==> src/rtl/pipeline_stall_ctrl_if.sv <==
// Bundle between hazard detection / fetch and the IF/ID stall controller.
// No latency of its own; carries both the stall requests and the controller status.
// No handshake: stall inputs are level requests that are honoured on every edge.
interface pipeline_stall_ctrl_if #(
  parameter int CTRL_W = 16,
  parameter int CNT_W  = 16
);
  logic              Stall_PC;
  logic              Stall_ID;
  logic              Stall_ID_EX;
  logic              Branch_Taken;
  logic [31:0]       IF_Instruction;
  logic [31:0]       IF_PCPlus4;
  logic [CTRL_W-1:0] ID_ControlIn;

  logic              PC_WriteEn;
  logic [31:0]       ID_Instruction;
  logic [31:0]       ID_PCPlus4;
  logic              ID_Valid;
  logic [CTRL_W-1:0] EX_ControlOut;
  logic [CNT_W-1:0]  Stall_Count;
  logic [CNT_W-1:0]  Flush_Count;
  logic              Stall_Timeout;
  logic              Protocol_Err;
  logic [1:0]        State;

  // Hazard unit / fetch side: drives requests, observes status.
  modport master (
    output Stall_PC, Stall_ID, Stall_ID_EX, Branch_Taken,
           IF_Instruction, IF_PCPlus4, ID_ControlIn,
    input  PC_WriteEn, ID_Instruction, ID_PCPlus4, ID_Valid, EX_ControlOut,
           Stall_Count, Flush_Count, Stall_Timeout, Protocol_Err, State
  );

  // Stall controller side.
  modport slave (
    input  Stall_PC, Stall_ID, Stall_ID_EX, Branch_Taken,
           IF_Instruction, IF_PCPlus4, ID_ControlIn,
    output PC_WriteEn, ID_Instruction, ID_PCPlus4, ID_Valid, EX_ControlOut,
           Stall_Count, Flush_Count, Stall_Timeout, Protocol_Err, State
  );
endinterface

==> src/rtl/pipeline_stall_ctrl.sv <==
// IF/ID register owner: applies stall/flush requests, bubbles ID/EX control, tracks stats.
// Latency: one register stage IF->ID; PC_WriteEn and EX_ControlOut are combinational.
// Backpressure: Stall_PC/Stall_ID hold PC and IF/ID; Branch_Taken always wins and squashes.
module pipeline_stall_ctrl #(
  parameter int CTRL_W    = 16,
  parameter int CNT_W     = 16,
  parameter int MAX_STALL = 8
) (
  input  logic                  Clk,
  input  logic                  Rst_n,
  pipeline_stall_ctrl_if.slave  bus
);

  typedef enum logic [1:0] {
    ST_RUN   = 2'd0,
    ST_STALL = 2'd1,
    ST_FLUSH = 2'd2
  } state_t;

  localparam int RUN_W = $clog2(MAX_STALL + 1);
  localparam logic [RUN_W-1:0] RUN_MAX = RUN_W'(MAX_STALL);
  localparam logic [CNT_W-1:0] CNT_MAX = '1;

  state_t            state_q, state_d;
  logic [31:0]       id_instr_q, id_instr_d;
  logic [31:0]       id_pc4_q, id_pc4_d;
  logic              id_valid_q, id_valid_d;
  logic [RUN_W-1:0]  run_cnt_q, run_cnt_d;
  logic [CNT_W-1:0]  stall_cnt_q, stall_cnt_d;
  logic [CNT_W-1:0]  flush_cnt_q, flush_cnt_d;
  logic              timeout_q, timeout_d;
  logic              proto_err_q, proto_err_d;

  logic any_stall;
  logic bubble;
  logic stall_run;

  // Request decode and the combinational PC enable / ID-EX bubble mux.
  always_comb begin
    any_stall = bus.Stall_PC | bus.Stall_ID | bus.Stall_ID_EX;
    bubble    = bus.Branch_Taken | bus.Stall_ID_EX;
    stall_run = any_stall & ~bus.Branch_Taken;
    bus.PC_WriteEn    = bus.Branch_Taken | ~bus.Stall_PC;
    bus.EX_ControlOut = bubble ? '0 : bus.ID_ControlIn;
  end

  // FSM next state: flush dominates, any stall request holds us in STALL.
  always_comb begin
    state_d = ST_RUN;
    unique case (state_q)
      ST_RUN, ST_STALL, ST_FLUSH: begin
        if (bus.Branch_Taken)  state_d = ST_FLUSH;
        else if (any_stall)    state_d = ST_STALL;
        else                   state_d = ST_RUN;
      end
      default:                 state_d = ST_RUN;
    endcase
  end

  // IF/ID next value: squash beats hold beats load.
  always_comb begin
    id_instr_d = id_instr_q;
    id_pc4_d   = id_pc4_q;
    id_valid_d = id_valid_q;
    if (bus.Branch_Taken) begin
      id_instr_d = '0;
      id_pc4_d   = '0;
      id_valid_d = 1'b0;
    end else if (!bus.Stall_ID) begin
      id_instr_d = bus.IF_Instruction;
      id_pc4_d   = bus.IF_PCPlus4;
      id_valid_d = 1'b1;
    end
  end

  // Saturating stall-run tracker, perf counters and sticky error flags.
  always_comb begin
    run_cnt_d   = '0;
    stall_cnt_d = stall_cnt_q;
    flush_cnt_d = flush_cnt_q;
    timeout_d   = timeout_q;
    proto_err_d = proto_err_q;

    if (stall_run) begin
      run_cnt_d = (run_cnt_q == RUN_MAX) ? RUN_MAX : run_cnt_q + 1'b1;
    end
    if (run_cnt_d == RUN_MAX) begin
      timeout_d = 1'b1;
    end

    if (bus.Stall_ID_EX && !bus.Branch_Taken && stall_cnt_q != CNT_MAX) begin
      stall_cnt_d = stall_cnt_q + 1'b1;
    end
    if (bus.Branch_Taken && flush_cnt_q != CNT_MAX) begin
      flush_cnt_d = flush_cnt_q + 1'b1;
    end

    // Inconsistent requests are still applied individually; we only flag them.
    if (!((bus.Stall_PC == bus.Stall_ID) && (bus.Stall_ID == bus.Stall_ID_EX))) begin
      proto_err_d = 1'b1;
    end
  end

  // State register; reset returns every output to its idle (NOP, RUN) value.
  always_ff @(posedge Clk or negedge Rst_n) begin
    if (!Rst_n) begin
      state_q     <= ST_RUN;
      id_instr_q  <= '0;
      id_pc4_q    <= '0;
      id_valid_q  <= 1'b0;
      run_cnt_q   <= '0;
      stall_cnt_q <= '0;
      flush_cnt_q <= '0;
      timeout_q   <= 1'b0;
      proto_err_q <= 1'b0;
    end else begin
      state_q     <= state_d;
      id_instr_q  <= id_instr_d;
      id_pc4_q    <= id_pc4_d;
      id_valid_q  <= id_valid_d;
      run_cnt_q   <= run_cnt_d;
      stall_cnt_q <= stall_cnt_d;
      flush_cnt_q <= flush_cnt_d;
      timeout_q   <= timeout_d;
      proto_err_q <= proto_err_d;
    end
  end

  // Registered outputs.
  always_comb begin
    bus.ID_Instruction = id_instr_q;
    bus.ID_PCPlus4     = id_pc4_q;
    bus.ID_Valid       = id_valid_q;
    bus.Stall_Count    = stall_cnt_q;
    bus.Flush_Count    = flush_cnt_q;
    bus.Stall_Timeout  = timeout_q;
    bus.Protocol_Err   = proto_err_q;
    bus.State          = state_q;
  end

endmodule

==> src/flat_wrapper.sv <==
// flat-port wrapper written by rule: the top's interface ports become plain ports
module pipeline_stall_ctrl_flat 
#(
  parameter int CTRL_W    = 16,
  parameter int CNT_W     = 16,
  parameter int MAX_STALL = 8
)
  (Clk, Rst_n, bus_Stall_PC, bus_Stall_ID, bus_Stall_ID_EX, bus_Branch_Taken, bus_IF_Instruction, bus_IF_PCPlus4, bus_ID_ControlIn, bus_PC_WriteEn, bus_ID_Instruction, bus_ID_PCPlus4, bus_ID_Valid, bus_EX_ControlOut, bus_Stall_Count, bus_Flush_Count, bus_Stall_Timeout, bus_Protocol_Err, bus_State);
  pipeline_stall_ctrl_if #(.CTRL_W(CTRL_W), .CNT_W(CNT_W)) bus_i ();
  input  logic Clk;
  input  logic Rst_n;
  input wire logic [$bits(bus_i.Stall_PC)-1:0] bus_Stall_PC;
  input wire logic [$bits(bus_i.Stall_ID)-1:0] bus_Stall_ID;
  input wire logic [$bits(bus_i.Stall_ID_EX)-1:0] bus_Stall_ID_EX;
  input wire logic [$bits(bus_i.Branch_Taken)-1:0] bus_Branch_Taken;
  input wire logic [$bits(bus_i.IF_Instruction)-1:0] bus_IF_Instruction;
  input wire logic [$bits(bus_i.IF_PCPlus4)-1:0] bus_IF_PCPlus4;
  input wire logic [$bits(bus_i.ID_ControlIn)-1:0] bus_ID_ControlIn;
  output wire logic [$bits(bus_i.PC_WriteEn)-1:0] bus_PC_WriteEn;
  output wire logic [$bits(bus_i.ID_Instruction)-1:0] bus_ID_Instruction;
  output wire logic [$bits(bus_i.ID_PCPlus4)-1:0] bus_ID_PCPlus4;
  output wire logic [$bits(bus_i.ID_Valid)-1:0] bus_ID_Valid;
  output wire logic [$bits(bus_i.EX_ControlOut)-1:0] bus_EX_ControlOut;
  output wire logic [$bits(bus_i.Stall_Count)-1:0] bus_Stall_Count;
  output wire logic [$bits(bus_i.Flush_Count)-1:0] bus_Flush_Count;
  output wire logic [$bits(bus_i.Stall_Timeout)-1:0] bus_Stall_Timeout;
  output wire logic [$bits(bus_i.Protocol_Err)-1:0] bus_Protocol_Err;
  output wire logic [$bits(bus_i.State)-1:0] bus_State;
  assign bus_i.Stall_PC = bus_Stall_PC;
  assign bus_i.Stall_ID = bus_Stall_ID;
  assign bus_i.Stall_ID_EX = bus_Stall_ID_EX;
  assign bus_i.Branch_Taken = bus_Branch_Taken;
  assign bus_i.IF_Instruction = bus_IF_Instruction;
  assign bus_i.IF_PCPlus4 = bus_IF_PCPlus4;
  assign bus_i.ID_ControlIn = bus_ID_ControlIn;
  assign bus_PC_WriteEn = bus_i.PC_WriteEn;
  assign bus_ID_Instruction = bus_i.ID_Instruction;
  assign bus_ID_PCPlus4 = bus_i.ID_PCPlus4;
  assign bus_ID_Valid = bus_i.ID_Valid;
  assign bus_EX_ControlOut = bus_i.EX_ControlOut;
  assign bus_Stall_Count = bus_i.Stall_Count;
  assign bus_Flush_Count = bus_i.Flush_Count;
  assign bus_Stall_Timeout = bus_i.Stall_Timeout;
  assign bus_Protocol_Err = bus_i.Protocol_Err;
  assign bus_State = bus_i.State;
  pipeline_stall_ctrl #(.CTRL_W(CTRL_W), .CNT_W(CNT_W), .MAX_STALL(MAX_STALL)) u_core (.Clk(Clk), .Rst_n(Rst_n), .bus(bus_i));
endmodule
==> config.mk <==
export PLATFORM = sky130hd
export DESIGN_NAME = pipeline_stall_ctrl_flat
export DESIGN_NICKNAME = d
export VERILOG_FILES = /design/src/rtl/pipeline_stall_ctrl_if.sv /design/src/rtl/pipeline_stall_ctrl.sv /design/src/flat_wrapper.sv
export SDC_FILE = /design/constraint.sdc
export NUM_CORES = 1
export LEC_CHECK = 0
export CAP_MARGIN = 0
export CORE_AREA = 2 2 110 112
export DETAILED_ROUTE_END_ITERATION = 8
export DIE_AREA = 0 0 112 114
export PLACE_DENSITY_LB_ADDON = 0.12
export SYNTH_ARGS = -nofsm -noshare
export SYNTH_HDL_FRONTEND = slang
export SYNTH_SLANG_ARGS = --single-unit
==> constraint.sdc <==
create_clock -name Clk -period 2.7 [get_ports Clk]
set_clock_uncertainty 0.05 [all_clocks]
set_input_delay 0.81 -clock Clk [delete_from_list [all_inputs] [get_ports Clk]]
set_output_delay 0.81 -clock Clk [all_outputs]
set_load 0.01 [all_outputs]
* Word level (Yosys, flattened, before mapping) *
Index checks and enable logic that the tools add are counted.

storage, ports and cells
  bits in registers = 105
  bits in latches = 0
  bits in writable memories = 0
  ROM bits = 0
  input bits = 86
  output and inout port bits = 118
  logic and storage cells = 47
  memories = 0

cells by class
  $add $sub $neg = 3
  multipliers = 0
  div/mod/pow operators = 0
  magnitude comparators = 0
  equal/unequal tests = 9
  shifts and indexed selects = 0
  multiplexer cells = 12
  bitwise operators = 7
  reductions and logical operators = 7

operator list
  kind                   count
  $mux 32                4
  $add 16x1->16 const B  2
  $ne 16x16->1 const B   2
  $mux 16                1
  $eq 4x4->1 const B     2
  $mux 4                 2
  $add 4x1->4 const B    1
  $logic_and 1x1->1      4
  $mux 2                 2
  $or 1x1->1             4
  $mux 1                 3
  $reduce_or 3->1        1
  $eq 1x1->1             2
  $eq 2x1->1 const B     1
  $eq 2x2->1 const B     1
  $logic_not 2->1        1
  $ne 2x1->1 const B     1
  $not 1->1              2
  $and 1x1->1            1
  $logic_not 1->1        1

* Logic depth before layout (Yosys ltp) *
Gate-level depths: netlist of the first run.

  depth after elaboration = 5
  mapped depth = 9
  gate-level depth less buffers = 6

* Worst setup path before layout of the first run *
Ideal clock, no wire load.

  path type = input-to-output
  from = input port bus_Branch_Taken
  to = output port bus_EX_ControlOut[10]
  arrival = 1.613 ns
  data required time = 1.840 ns
  path slack = 0.227 ns
  stages = 4
  path buffers = 2
  cells stage by stage = clkbuf_1 > nor2_1 > clkbuf_1 > and2_1

on the way
  word-level cells in the longest chain between the ends = 2

RTL lines
  what             line                       RTL
  start, declared  flat_wrapper.sv:15         input wire logic [$bits(bus_i.Branch_Taken)-1:0] bus_Branch_Taken;
  $or 1x1->1       pipeline_stall_ctrl.sv:41  bubble = bus.Branch_Taken | bus.Stall_ID_EX;
  $mux 16          pipeline_stall_ctrl.sv:44  bus.EX_ControlOut = bubble ? '0 : bus.ID_ControlIn;
  end, declared    flat_wrapper.sv:23         output wire logic [$bits(bus_i.EX_ControlOut)-1:0] bus_EX_ControlOut;

No other way between the ends.

* Worst setup path after layout of the first run *
  from = input port bus_Stall_ID_EX
  to = output port bus_EX_ControlOut[10]

on the way
  word-level cells in the longest chain between the ends = 2

RTL lines
  what             line                       RTL
  start, declared  flat_wrapper.sv:14         input wire logic [$bits(bus_i.Stall_ID_EX)-1:0] bus_Stall_ID_EX;
  $or 1x1->1       pipeline_stall_ctrl.sv:41
  $mux 16          pipeline_stall_ctrl.sv:44

No other way between the ends.

==> flow_metrics.py, run 1 <==
metrics = {
    "run_status": {
        "outcome": "complete, no violations",
    },
    "clock_tree": {
        "clk_pin_slew_ns": 0.06,
        "ctsLongestPathBuffers": 2,
        "clock_latency_ns": 0.34,
        "cts-buffers-inserted": 9,
        "cts.sinks": 105,
        "htreeDepth": 3,
        "root_buffer": "clkbuf_16",
        "postCtsHoldBufs": 0,
        "cts_tree": "built",
    },
    "place": {
        "pre_cts_ws_ns": -0.400,
        "io_buffer_count": 203,
        "place_congestion": 0.820,
        "dp_cells": 753,
        "dp_hpwl_microns": 8710,
        "post_dp_cell_area_sq_um": 6890,
    },
    "cells_and_area": {
        "mostFrequentLayoutCells": "clkdlybuf4s50_1, dfrtp_1, nor2_1",
        "fin_area_sq_um": 7160,
        "area_delta_synth_final_pct": 54.5,
        "diodes": 0,
        "final_nets": 710,
        "instances_no_fill": 770,
        "final_common_cell": "clkdlybuf4s50_1",
        "layout-drive-gt1-share_pct": 7.87,
    },
    "synthesis": {
        "ys.warnings.count": 0,
        "syn_nets": 500,
        "synthFlopType": "dfrtp_1",
        "avgSynthCellArea_sq_um": 11.3,
        "ys_ff_latch": 105,
        "synth_edf_count": 0,
        "synth_cell_types": 38,
        "syn_area_sq_um": 4640,
        "ys_seq_area_share_pct": 56.7,
        "netlist_instances": 409,
        "ys_async_sr_fraction_pct": 100,
    },
    "floorplanning": {
        "io_pins": 204,
        "core_sq_um": 11700,
        "die-area_sq_um": 12800,
        "rows": 40,
        "die_w_microns": 112,
        "die_y_microns": 114,
        "initial_core_util_pct": 39.6,
    },
    "pwr": {
        "peakVddDrop_mv": 0.331,
        "p_leak_nw": 3.30,
        "power.density_nw_per_um2": 581,
    },
    "sta": {
        "rsz0062_at_grt": "false",
        "worstMarginPinSlew_ns": 0.665,
        "hold_violations": 0,
        "fin_ws_ns": 0.103,
        "fin_crit_sh_pct": 96.2,
        "slew_headroom_pct": 55.7,
        "post-route-min-period_ns": 2.60,
        "maxSlewViolCount": 0,
        "setup_violations": 0,
        "max_freq_mhz": 385,
    },
    "setup_path": {
        "cpPeakStageDelay_ns": 0.26,
        "start_kind": "primary input",
        "required_ns": 1.84,
        "crit_family": "buffers and inverters",
        "critical_path_class": "in2out",
        "slowest_stage": "dlygate4sd2_1",
        "cp_max_fo": 8,
        "cp_data_arrival_time_ns": 1.74,
        "worst-path-buf-inv": 4,
        "cp-end-kind": "output port",
        "crit_chain": "dlygate4sd2_1 > nor2_4 > buf_4 > buf_4 > and2_1 > buf_2",
        "cp_common_cell": "buf_4",
    },
    "global_route": {
        "grt_overflow": 0,
        "grt.total_usage_pct": 19.5,
        "grt_pass1_wl_microns": 19800,
        "grt_max_degree": 67,
        "grt_pass1_vias": 3875,
        "antenna_found_initial": 0,
    },
    "detailed_routing": {
        "drc_errors": 0,
        "first_pass_iters": 4,
        "postRouteAntennaNets": 0,
        "postRouteWirelength_microns": 12000,
        "wl_per_cell_microns": 15.6,
        "num_vias": 3784,
        "drt_iter0_drc": 160,
        "viasPerCell": 4.91,
    },
    "job": {
        "max-cap-violations": 0,
    },
    "worst_hold_path": {
        "hold_class": "reg2reg",
    },
}
[path summary, 6_finish.rpt]
| check | from | endpoint | slack (ns) | cells after the start |
|---|---|---|---|---|
| max | bus_Stall_ID_EX | bus_EX_ControlOut[10] | 0.10 | 6 |
| min | u_core.bus.Stall_Timeout | u_core.bus.Stall_Timeout | 0.41 | 1 |
| max reg2reg | u_core.bus.Stall_Count[0] | u_core.bus.Stall_Count[2] | 0.67 | 5 |
| min reg2reg | u_core.bus.Stall_Timeout | u_core.bus.Stall_Timeout | 0.41 | 1 |
| max in group asynchronous | Rst_n | u_core.bus.Stall_Count[3] | 1.53 | 2 |
| min in group asynchronous | Rst_n | u_core.bus.ID_Instruction[11] | 0.43 | 1 |
[Yosys cell counts, types with 4 or more instances]
master    instances  area share [%]
dfrtp_1         105              57
nor2_1           76             6.2
mux2i_1          64              14
and2_1           17             2.3
nand3_1          14             1.5
xor2_1           14             2.6
xnor2_1          12             2.3
nand4_1          10             1.3
nor3_1           10             1.1
nand2_1           9            0.73
buf_2             7            0.76
clkbuf_1          7            0.57
nor4_1            7            0.94
inv_1             6            0.49
ha_1              5             1.3
buf_1             4            0.32
[routing by layer]
layer	up-vias	GRT usage, %	routed length, microns
met5	-	0	0
met4	0	6.67	188
met3	13	6.80	1030
met2	136	32.2	5770
met1	1812	24.2	5020
li1	1823	-	-
[worst reg2reg max path, cell delays in order, from the launching register on]
cell	delay (ns)
dfrtp_1	0.41
ha_1	0.24
nand4_2	0.21
or4_1	0.64
and3_4	0.24
xor2_1	0.13
[sequential cells by signal, indices dropped and copies added, names as in the netlist]
name,flops
u_core.bus.ID_Instruction,32
u_core.bus.ID_PCPlus4,32
u_core.bus.Flush_Count,16
u_core.bus.Stall_Count,16
u_core.run_cnt_q,4
u_core.bus.State,2
u_core.bus.ID_Valid,1
u_core.bus.Protocol_Err,1
u_core.bus.Stall_Timeout,1
[area by class of cell]
class,count,area (sq um)
Fill cell,1013,4550
Sequential cell,105,2630
Timing Repair Buffer,217,2120
Multi-Input combinational cell,280,1920
Clock buffer,10,239
Tap cell,147,184
Clock inverter,5,56.3
Inverter,6,22.5
[power breakdown]
group | internal, mW | switching (mW) | total [mW]
logic | 0.550 | 0.409 | 0.959
registers | 1.73 | 0.172 | 1.90
clock network | 0.737 | 0.565 | 1.30
total | 3.02 | 1.15 | 4.16
[through the flow]
step / power (mW) / hold WS (ns) / util [%] / TNS, ns
floorplan: 2.29 / 0.418 / - / 0
global placement: 2.88 / 0.394 / 58.9 / -5.62
detailed placement: 2.90 / 0.396 / 58.9 / -5.63
CTS: 4.23 / 0.410 / 61.5 / 0
global route: 4.39 / 0.415 / 61.2 / 0
finish: 4.16 / 0.408 / 61.2 / 0
[repair_timing]
action | in CTS | in global routing
cloned | 1 | 0
setup buffers | 1 | 0
pin swaps | 1 | 0
setup endpoints to repair | 17 | 7
resized for setup | 33 | 7
[kinds of logic after synthesis]
family,Yosys count,share of synthesized area (%)
muxes,68,14.8
buffers and inverters,24,2.13
AOI/OAI and AO/OA,14,1.92
xor gates and xnor gates,26,4.91
and+or+nand+nor,167,18.2
adders and majority gates,5,1.35
DFF,105,56.7
No activity file was read; power rests on OpenSTA's default activity.
==> run 2: changes to the inputs <==
--- a/config.mk
+++ b/config.mk
@@ -6,9 +6,9 @@
 export NUM_CORES = 1
 export LEC_CHECK = 0
 export CAP_MARGIN = 0
-export CORE_AREA = 2 2 110 112
+export CORE_AREA = 2 2 111 113
 export DETAILED_ROUTE_END_ITERATION = 8
-export DIE_AREA = 0 0 112 114
+export DIE_AREA = 0 0 113 115
 export PLACE_DENSITY_LB_ADDON = 0.12
 export SYNTH_ARGS = -nofsm -noshare
 export SYNTH_HDL_FRONTEND = slang
==> run 2 against run 1 <==
  * The run now ends with DRC left
  * Wire length fell by 1.9%
  * First-iteration DRC count rose by 28%
  * Count of clock-buffer cells in the layout rose by 1
  * Hold slack got worse by 0.016 ns
  * Maximum frequency rose by 1.7%
  * Register-to-register slack barely moved
  * Largest cell class unchanged
==> flow_metrics.py, run 2 (synthesized netlist as in run 1, its figures left out) <==
metrics = {
    "sta": {
        "setup_violations": 0,
        "maxSlewViolCount": 0,
        "slew_headroom_pct": 63.2,
        "rsz0062_at_grt": "false",
        "post-route-min-period_ns": 2.55,
        "worstMarginPinSlew_ns": 0.547,
        "max_freq_mhz": 392,
        "hold_violations": 0,
        "fin_crit_sh_pct": 94.5,
        "tns_ns": 0,
    },
    "setup_path": {
        "critical_path_class": "in2out",
        "cpPeakStageDelay_ns": 0.25,
        "slowest_stage": "dlygate4sd2_1",
        "cp_max_fo": 8,
        "required_ns": 1.84,
        "cp_data_arrival_time_ns": 1.69,
        "cp-end-kind": "output port",
        "start_kind": "primary input",
        "r2r_setup_slack_ns": 0.67,
        "crit_chain": "dlygate4sd2_1 > nor2_2 > buf_4 > and2_1 > clkdlybuf4s15_1",
    },
    "global_route": {
        "grt_pass1_wl_microns": 19700,
        "gr-usage-met3_pct": 5.06,
        "met1_usage_pct": 24.5,
        "top_usage_layer": "met2",
        "grt_overflow": 0,
        "antenna_found_initial": 0,
        "grtUsageMet2_pct": 31.0,
        "grt_max_degree": 50,
        "grt_pass1_vias": 4001,
        "grt.total_usage_pct": 18.7,
    },
    "detailed_routing": {
        "drc_errors": 17,
        "wl_per_cell_microns": 15.3,
        "num_vias": 3811,
        "postRouteWirelength_microns": 11800,
        "postRouteAntennaNets": 0,
        "first_pass_iters": 7,
        "drt_iter0_drc": 205,
        "viasPerCell": 4.96,
    },
    "place": {
        "dp_cells": 752,
        "io_buffer_count": 203,
        "post_dp_cell_area_sq_um": 6890,
        "dp_hpwl_microns": 8510,
        "place_congestion": 0.816,
    },
    "cells_and_area": {
        "diodes": 0,
        "mostFrequentLayoutCells": "clkdlybuf4s50_1, dfrtp_1, nor2_1",
        "fin_area_sq_um": 7200,
        "final_nets": 708,
        "layout-drive-gt1-share_pct": 7.56,
        "instances_no_fill": 769,
        "area_delta_synth_final_pct": 55.3,
        "final_common_cell": "clkdlybuf4s50_1",
    },
    "clock_tree": {
        "clk_pin_slew_ns": 0.07,
        "cts.sinks": 105,
        "ctsLongestPathBuffers": 2,
        "htreeDepth": 3,
        "cts-buffers-inserted": 9,
        "cts_tree": "built",
        "root_buffer": "clkbuf_16",
        "clock_latency_ns": 0.34,
    },
    "pwr": {
        "p_leak_nw": 3.26,
        "power.density_nw_per_um2": 574,
        "peakVddDrop_mv": 0.277,
    },
    "floorplanning": {
        "io_pins": 204,
        "die_y_microns": 115,
        "core_sq_um": 11800,
        "die-area_sq_um": 13000,
        "initial_core_util_pct": 39.3,
        "die_w_microns": 113,
        "rows": 40,
    },
    "job": {
        "max-cap-violations": 0,
    },
    "worst_hold_path": {
        "hold_class": "in2async",
    },
    "run_status": {
        "outcome": "complete, but fails checks",
        "violations": "DRC",
    },
}
## run 2: changes by cell type in the layout (fill, tap and decap cells not counted), sizes merged, moves of 3 or more
cell	before	now
clkbuf	17	11
dlygate4sd2	10	2
clkdlybuf4s15	0	16
buf	18	15
inv	6	9
## run 2: critical path, delay by kind of cell
family | cells | cell delay [ns]
AND/OR/NAND/NOR | 2 | 0.25
buffers and inverters | 3 | 0.64
## run 2: worst paths after layout
check / start / end / depth (start not counted)
min reg2reg: u_core.bus.Stall_Timeout / u_core.bus.Stall_Timeout / 1
min in group Clk: u_core.bus.Stall_Timeout / u_core.bus.Stall_Timeout / 1
max: bus_Stall_ID_EX / bus_EX_ControlOut[5] / 5
max in group asynchronous: Rst_n / u_core.bus.Flush_Count[8] / 2
max reg2reg: u_core.bus.Stall_Count[0] / u_core.bus.Stall_Count[2] / 5
min: Rst_n / u_core.bus.ID_Instruction[0] / 1
## run 2: layer usage
metal  vias to the layer above  routed length (microns)
met5                         -                        0
met4                         0                      143
met3                        12                      999
met2                       154                     5470
met1                      1827                     5180
li1                       1818                        -
## run 2: layout make-up
type | instances | area [sq um]
clock buffers | 11 | 253
clock inverters | 5 | 46.3
fillers | 999 | 4610
inverters | 6 | 22.5
multi-input cells | 280 | 1910
flip-flops and latches | 105 | 2630
well taps | 147 | 184
repair buffers | 215 | 2160
## run 2: per-stage QoR
| step | total power [mW] | hold WS (ns) | setup WS (ns) | utilization [%] |
|---|---|---|---|---|
| 2_1_floorplan | 2.29 | 0.418 | 0.227 | - |
| 3_3_place_gp | 2.87 | 0.398 | -0.331 | 58.3 |
| 3_5_place_dp | 2.89 | 0.402 | -0.332 | 58.3 |
| 4_1_cts | 4.19 | 0.402 | 0.127 | 61.0 |
| 5_1_grt | 4.38 | 0.412 | 0.0800 | 61.0 |
| 6_report | 4.13 | 0.392 | 0.147 | 61.0 |
## run 2: power breakdown
group / switching [mW] / internal, mW
clock: 0.595 / 0.693
combinational: 0.396 / 0.550
sequential: 0.170 / 1.73
total: 1.16 / 2.97
## run 2: repair_timing
action | in CTS | in global routing
gates resized for setup | 44 | 0
endpoints found under the setup margin | 17 | 0
setup buffers | 0 | 0
hold buffers | 0 | 0
